File: config.mk
export PLATFORM = sky130hd
export DESIGN_NAME = if_id_buffer
export DESIGN_NICKNAME = d
export VERILOG_FILES = /design/src/rtl/riscv_pkg.sv /design/src/rtl/if_id_buffer.sv
export SDC_FILE = /design/constraint.sdc
export NUM_CORES = 1
export LEC_CHECK = 0
export ABC_AREA = 1
export BUFFER_PORTS_ARGS = -buffer_cell sky130_fd_sc_hd__buf_2
export CAP_MARGIN = 20
export CORE_AREA = 2 2 122 124
export CTS_CLUSTER_DIAMETER = 100
export CTS_CLUSTER_SIZE = 30
export DETAILED_ROUTE_END_ITERATION = 6
export DIE_AREA = 0 0 124 126
export HOLD_SLACK_MARGIN = 0.12
export PLACE_DENSITY = 0.71
export SLEW_MARGIN = 20
export SYNTH_ARGS = -nofsm -noshare
export SYNTH_HDL_FRONTEND = slang
export SYNTH_SLANG_ARGS = --single-unit
File: constraint.sdc
create_clock -name i_clk -period 1.9 [get_ports i_clk]
set_input_delay 0.19 -clock i_clk [delete_from_list [all_inputs] [get_ports i_clk]]
set_output_delay 0.19 -clock i_clk [all_outputs]
set_load 0.05 [all_outputs]
File: src/rtl/riscv_pkg.sv
// Shared core constants and the fetch-packet type handed from IF to ID.
package riscv_pkg;

  localparam int          XLEN      = 32;
  localparam logic [31:0] NOP_INSTR = 32'h0000_0013;

  typedef struct packed {
    logic [XLEN-1:0] pc;
    logic [31:0]     instr;
  } fetch_pkt_t;

endpackage

File: src/rtl/if_id_buffer.sv
// IF/ID two-entry skid buffer: decode outputs come straight from OUT, and
// fetch ready is a registered "SKID is empty" flag.
module if_id_buffer #(
  parameter int          XLEN      = riscv_pkg::XLEN,
  parameter logic [31:0] NOP_INSTR = riscv_pkg::NOP_INSTR
) (
  input  logic            i_clk,
  input  logic            i_rst_n,
  input  logic            i_flush,
  input  logic [XLEN-1:0] i_if_pc,
  input  logic [31:0]     i_if_instr,
  input  logic            i_if_valid,
  output logic            o_if_ready,
  output logic [XLEN-1:0] o_id_pc,
  output logic [31:0]     o_id_instr,
  output logic            o_id_valid,
  input  logic            i_id_ready
);

  // The packet type is fixed to the core-wide XLEN.
  if (XLEN != riscv_pkg::XLEN) begin : g_xlen_chk
    $error("if_id_buffer: XLEN must match riscv_pkg::XLEN");
  end

  typedef enum logic [1:0] {
    EMPTY = 2'd0,
    ONE   = 2'd1,
    TWO   = 2'd2
  } buf_state_t;

  buf_state_t           state_q, state_d;
  riscv_pkg::fetch_pkt_t out_q, out_d;
  riscv_pkg::fetch_pkt_t skid_q, skid_d;
  riscv_pkg::fetch_pkt_t in_pkt;
  logic                 ready_q;
  logic                 accept, consume;

  assign in_pkt  = '{pc: i_if_pc, instr: i_if_instr};
  assign accept  = i_if_valid & ready_q;
  assign consume = o_id_valid & i_id_ready;

  always_comb begin
    state_d = state_q;
    out_d   = out_q;
    skid_d  = skid_q;
    case (state_q)
      EMPTY: begin
        if (accept) begin
          out_d   = in_pkt;
          state_d = ONE;
        end
      end
      ONE: begin
        if (accept && consume) begin
          out_d = in_pkt;
        end else if (accept) begin
          skid_d  = in_pkt;
          state_d = TWO;
        end else if (consume) begin
          state_d = EMPTY;
        end
      end
      TWO: begin
        if (consume) begin
          out_d   = skid_q;
          state_d = ONE;
        end
      end
      default: state_d = EMPTY;
    endcase
    // Flush wins; a consume this cycle has already been taken by decode.
    if (i_flush) state_d = EMPTY;
  end

  always_ff @(posedge i_clk) begin
    if (!i_rst_n) begin
      state_q <= EMPTY;
      out_q   <= '0;
      skid_q  <= '0;
      ready_q <= 1'b1;
    end else begin
      state_q <= state_d;
      out_q   <= out_d;
      skid_q  <= skid_d;
      ready_q <= (state_d != TWO);
    end
  end

  assign o_if_ready = ready_q;
  assign o_id_valid = (state_q != EMPTY);
  assign o_id_pc    = out_q.pc;
  assign o_id_instr = o_id_valid ? out_q.instr : NOP_INSTR;

endmodule
Word-level counts from Yosys, hierarchy flattened
Cells that the tools add are included.
{"block": "word_totals", "in_bits": 69, "out_inout_bits": 66, "regBits": 131, "elab_cells": 33}
{"block": "classes", "n_bitwise": 3, "n_mux": 12, "n_eq_ne": 6, "reduce_logical": 6}
{"cell": "$mux 64", "count": 3}
{"cell": "$pmux 64 s3", "count": 1}
{"cell": "$mux 32", "count": 1}
{"cell": "$mux 2", "count": 6}
{"cell": "$ne 2x2->1 const B", "count": 4}
{"cell": "$pmux 2 s3", "count": 1}
{"cell": "$reduce_and 4->1", "count": 1}
{"cell": "$reduce_and 3->1", "count": 1}
{"cell": "$reduce_bool 3->1", "count": 1}
{"cell": "$and 1x1->1", "count": 2}
{"cell": "$eq 2x1->1 const B", "count": 1}
{"cell": "$eq 2x2->1 const B", "count": 1}
{"cell": "$logic_not 2->1", "count": 1}
{"cell": "$reduce_bool 2->1", "count": 1}
{"cell": "$logic_and 1x1->1", "count": 1}
{"cell": "$not 1->1", "count": 1}

Longest topological paths before layout
{"block": "logic_depth", "depth_word": 8, "depth_mapped": 8, "mapped_depth_nobuf": 6}

Worst setup path before layout
OpenSTA, ideal clock, no wires.
{"block": "synth_path", "path_kind": "register -> output", "from": "register state_q[1]", "to": "output port o_id_instr[0]", "path_stages_with_launch": 5, "setup_slack_ns": 0.183, "n_path_buf": 1, "t_arrival_ns": 1.527, "required_ns": 1.710, "cell_sequence": "dfxtp_1 > nor2_1 > clkbuf_1 > inv_1 > nand2_1"}
{"block": "synth_via", "elab_chain_cells": 2}
{"item": "start: declaration", "line_no": "if_id_buffer.sv:31", "text": "buf_state_t state_q, state_d;"}
{"item": "start signal: assignment", "line_no": "if_id_buffer.sv:82", "text": "state_q <= state_d;"}
{"item": "$reduce_bool 2->1", "line_no": "if_id_buffer.sv:90", "text": "assign o_id_valid = (state_q != EMPTY);"}
{"item": "named net o_id_valid", "line_no": "if_id_buffer.sv:16", "text": "output logic o_id_valid,"}
{"item": "$mux 32", "line_no": "if_id_buffer.sv:92", "text": "assign o_id_instr = o_id_valid ? out_q.instr : NOP_INSTR;"}
{"item": "end: declaration", "line_no": "if_id_buffer.sv:15", "text": "output logic [31:0] o_id_instr,"}
The timed path passes the listed nets, and every way through them passes these cells.

Final worst setup path
{"block": "layout_path", "from": "register state_q[1]", "to": "output port o_id_instr[1]"}
{"block": "layout_via", "elab_chain_cells": 2}
{"item": "$reduce_bool 2->1", "line_no": "if_id_buffer.sv:90"}
{"item": "$mux 32", "line_no": "if_id_buffer.sv:92"}
No other way between the ends.

==> flow_summary.ini <==
[drt]
firstDrtPassIters = 7
wl_per_cell_um = 12.8
detailroute.via_count = 6342
wl_um = 16900
postRouteAntennaNets = 0
drt_iter0_drc = 474
vias_per_cell = 4.78
drc = 1

[grt]
grt_pass1_vias = 5667
antenna_found_initial = 0
grt_overflow = 0
track_usage = 0.221
grt_start_max_net_pins = 84
grt_first_pass_wirelength_um = 27600

[worst_hold_path]
min_path_type = in2reg
hp-start = i_if_valid
worstHoldEndpoint = state_q[0]$_SDFF_PN0_
hold_path_depth = 4

[floorplanning]
ios = 135
core_sq_um = 14300
die_area_sq_um = 15600
die_w_um = 124
start_util = 0.441
die_h_um = 126
std_cell_rows = 44

[logic_synthesis]
postSynthCellCount = 994
yosysWarnings = 0
postSynthAreaPerCell_sq_um = 6.36
ys_seq_area_frac = 0.415
netlist.area_leader.share = 0.415
syn_nets = 1063
synth_edf_count = 0
synth_top_flop_cell = dfxtp_1
synthArstFlopShare = 0
netlist_top_cells_area = dfxtp_1 42%, nand2_1 20%, nand3_1 10%
syn-cell-area_sq_um = 6320
yosysMostFrequentCell = nand2_1
synth_seq_cells = 131
synth.distinct_cells = 12
synth_area_leader_cell = dfxtp_1
synthTopCellsByCount = 329 x nand2_1, 160 x nor2_1, 131 x dfxtp_1, 131 x nand3_1, 69 x inv_1

[pwr]
switching_share = 0.268
p_switching_mw = 1.98
max-vdd-ir-drop_mv = 0.557
seqPwrFrac = 0.396
power_frac_comb = 0.150
internal-power_mw = 5.41
p_clk_frac = 0.453
power.density_nw_per_um2 = 908
power.leakage_nw = 3.97

[timing]
tightest_slew_ns = 0.594
fin_skew_ns = 0.00563
setup_tns_ns = 0
rsz0062_at_grt = false
setup_viol = 0
min_period_ns = 1.78
fin_hold_ws_ns = 0.173
slew_headroom = 0.604
max_freq_mhz = 562
hold_viol_final = 0
min_period_over_period = 0.937
drv_slew = 0

[critical_path]
endpoint_kind = output port
path_max_fanout = 30
rr_endpoint = o_id_pc[3]$_SDFFE_PN0P_
r2r.worst_path.cells = 6
startpoint_type = register
r2r_start = state_q[0]$_SDFF_PN0_
crit_arrival_ns = 1.59
required_ns = 1.71
path_class = reg2out
reg2reg_setup_slack_ns = 0.40

[final_layout]
drive_above_1_share = 0.169
instances_no_fill = 1326
finish.instance_area_sq_um = 8140
syn_to_final_growth_pct = 28.8
n_antenna_cell = 0
layout.nets = 1198

[clocking]
path_clk_slew_ns = 0.06
ctsHoldBuffers = 67
tritoncts = done
htreeDepth = 4
cts_resized = 0
numCtsBuffers = 17
insertion_delay_ns = 0.42
cts_buffer_depth = 2
post-cts-setup-buffers = 0
cts-root-buf = clkbuf_16
cts.sinks = 131

[placed_design]
dp_cells = 1227
place.gp.congestion = 0.739
hpwlAfterDp_um = 9650
dpl_cell_area_sq_um = 6860
numPortBuffers = 134

[outcome]
outcome = finished, violations left
violations = design-rule violations

[run]
drv_cap = 0
per-layer routing:
metal / track usage / wire (um)
met4: 0.0694 / 265
met5: 0 / 0
met3: 0.0516 / 924
met1: 0.296 / 7810
met2: 0.353 / 7930
layout by cell type, fill, tap and decap left out, drive strengths merged:
master	n
a21oi	65
buf	153
bufinv	3
clkbuf	22
clkinv	5
clkinvlp	2
dfxtp	131
dlygate4sd3	67
inv	71
nand2	329
nand3	131
nand4	1
nor2	160
o21ai	2
metrics by stage:
| step | setup slack (ns) | power, mW | utilization |
|---|---|---|---|
| 2_1_floorplan | 0.183 | 3.78 | - |
| 3_3_place_gp | 0.428 | 3.98 | 0.480 |
| 3_5_place_dp | 0.422 | 3.98 | 0.480 |
| 4_1_cts | 0.0933 | 7.43 | 0.569 |
| 5_1_grt | 0.0128 | 7.70 | 0.569 |
| 6_report | 0.119 | 7.39 | 0.569 |
area by class of cell:
| class | instances | area (sq um) |
|---|---|---|
| clock buffers | 22 | 474 |
| clock inverters | 10 | 130 |
| fillers | 1361 | 6170 |
| inverters | 71 | 267 |
| multi-input cells | 688 | 2870 |
| flip-flops and latches | 131 | 2620 |
| well taps | 184 | 230 |
| repair buffers | 220 | 1550 |
worst max-delay path, stage by stage, from the launching register on:
cell     delay, ns
dfxtp_2       0.38
nor2_2        0.17
buf_12        0.21
inv_1         0.10
nand2_1       0.06
buf_2         0.25
sequential cells by signal, summed over array words and instances (netlist names):
register / flops
o_if_ready: 1
o_id_pc: 32
skid_q: 64
out_q: 32
state_q: 2
power groups by stage:
stage	sequential (mW)	clock, mW	combinational, mW
floorplan	2.98	0	0.802
global placement	2.98	0	0.992
detailed placement	2.99	0	0.997
CTS	2.93	3.39	1.11
global route	2.94	3.53	1.23
finish	2.93	3.35	1.11
worst max path at each step:
stage,slack (ns),startpoint,cells past startpoint,to
after floorplan,0.18,state_q[1]$_SDFF_PN0_,4,o_id_instr[0]
after global placement,0.43,state_q[0]$_SDFF_PN0_,6,o_id_pc[3]$_SDFFE_PN0P_
after detailed placement,0.42,state_q[0]$_SDFF_PN0_,6,o_id_pc[9]$_SDFFE_PN0P_
after CTS,0.09,state_q[1]$_SDFF_PN0_,5,o_id_instr[4]
after global routing,0.01,state_q[1]$_SDFF_PN0_,5,o_id_instr[1]
final,0.12,state_q[1]$_SDFF_PN0_,5,o_id_instr[1]
logic make-up after synthesis:
logic type	Yosys count	synth area share
DFF	131	0.415
AOI/OAI and AO/OA	67	0.0531
buffers and inverters	175	0.136
and+or+nand+nor	621	0.395
(Power assumes the default switching activity.)
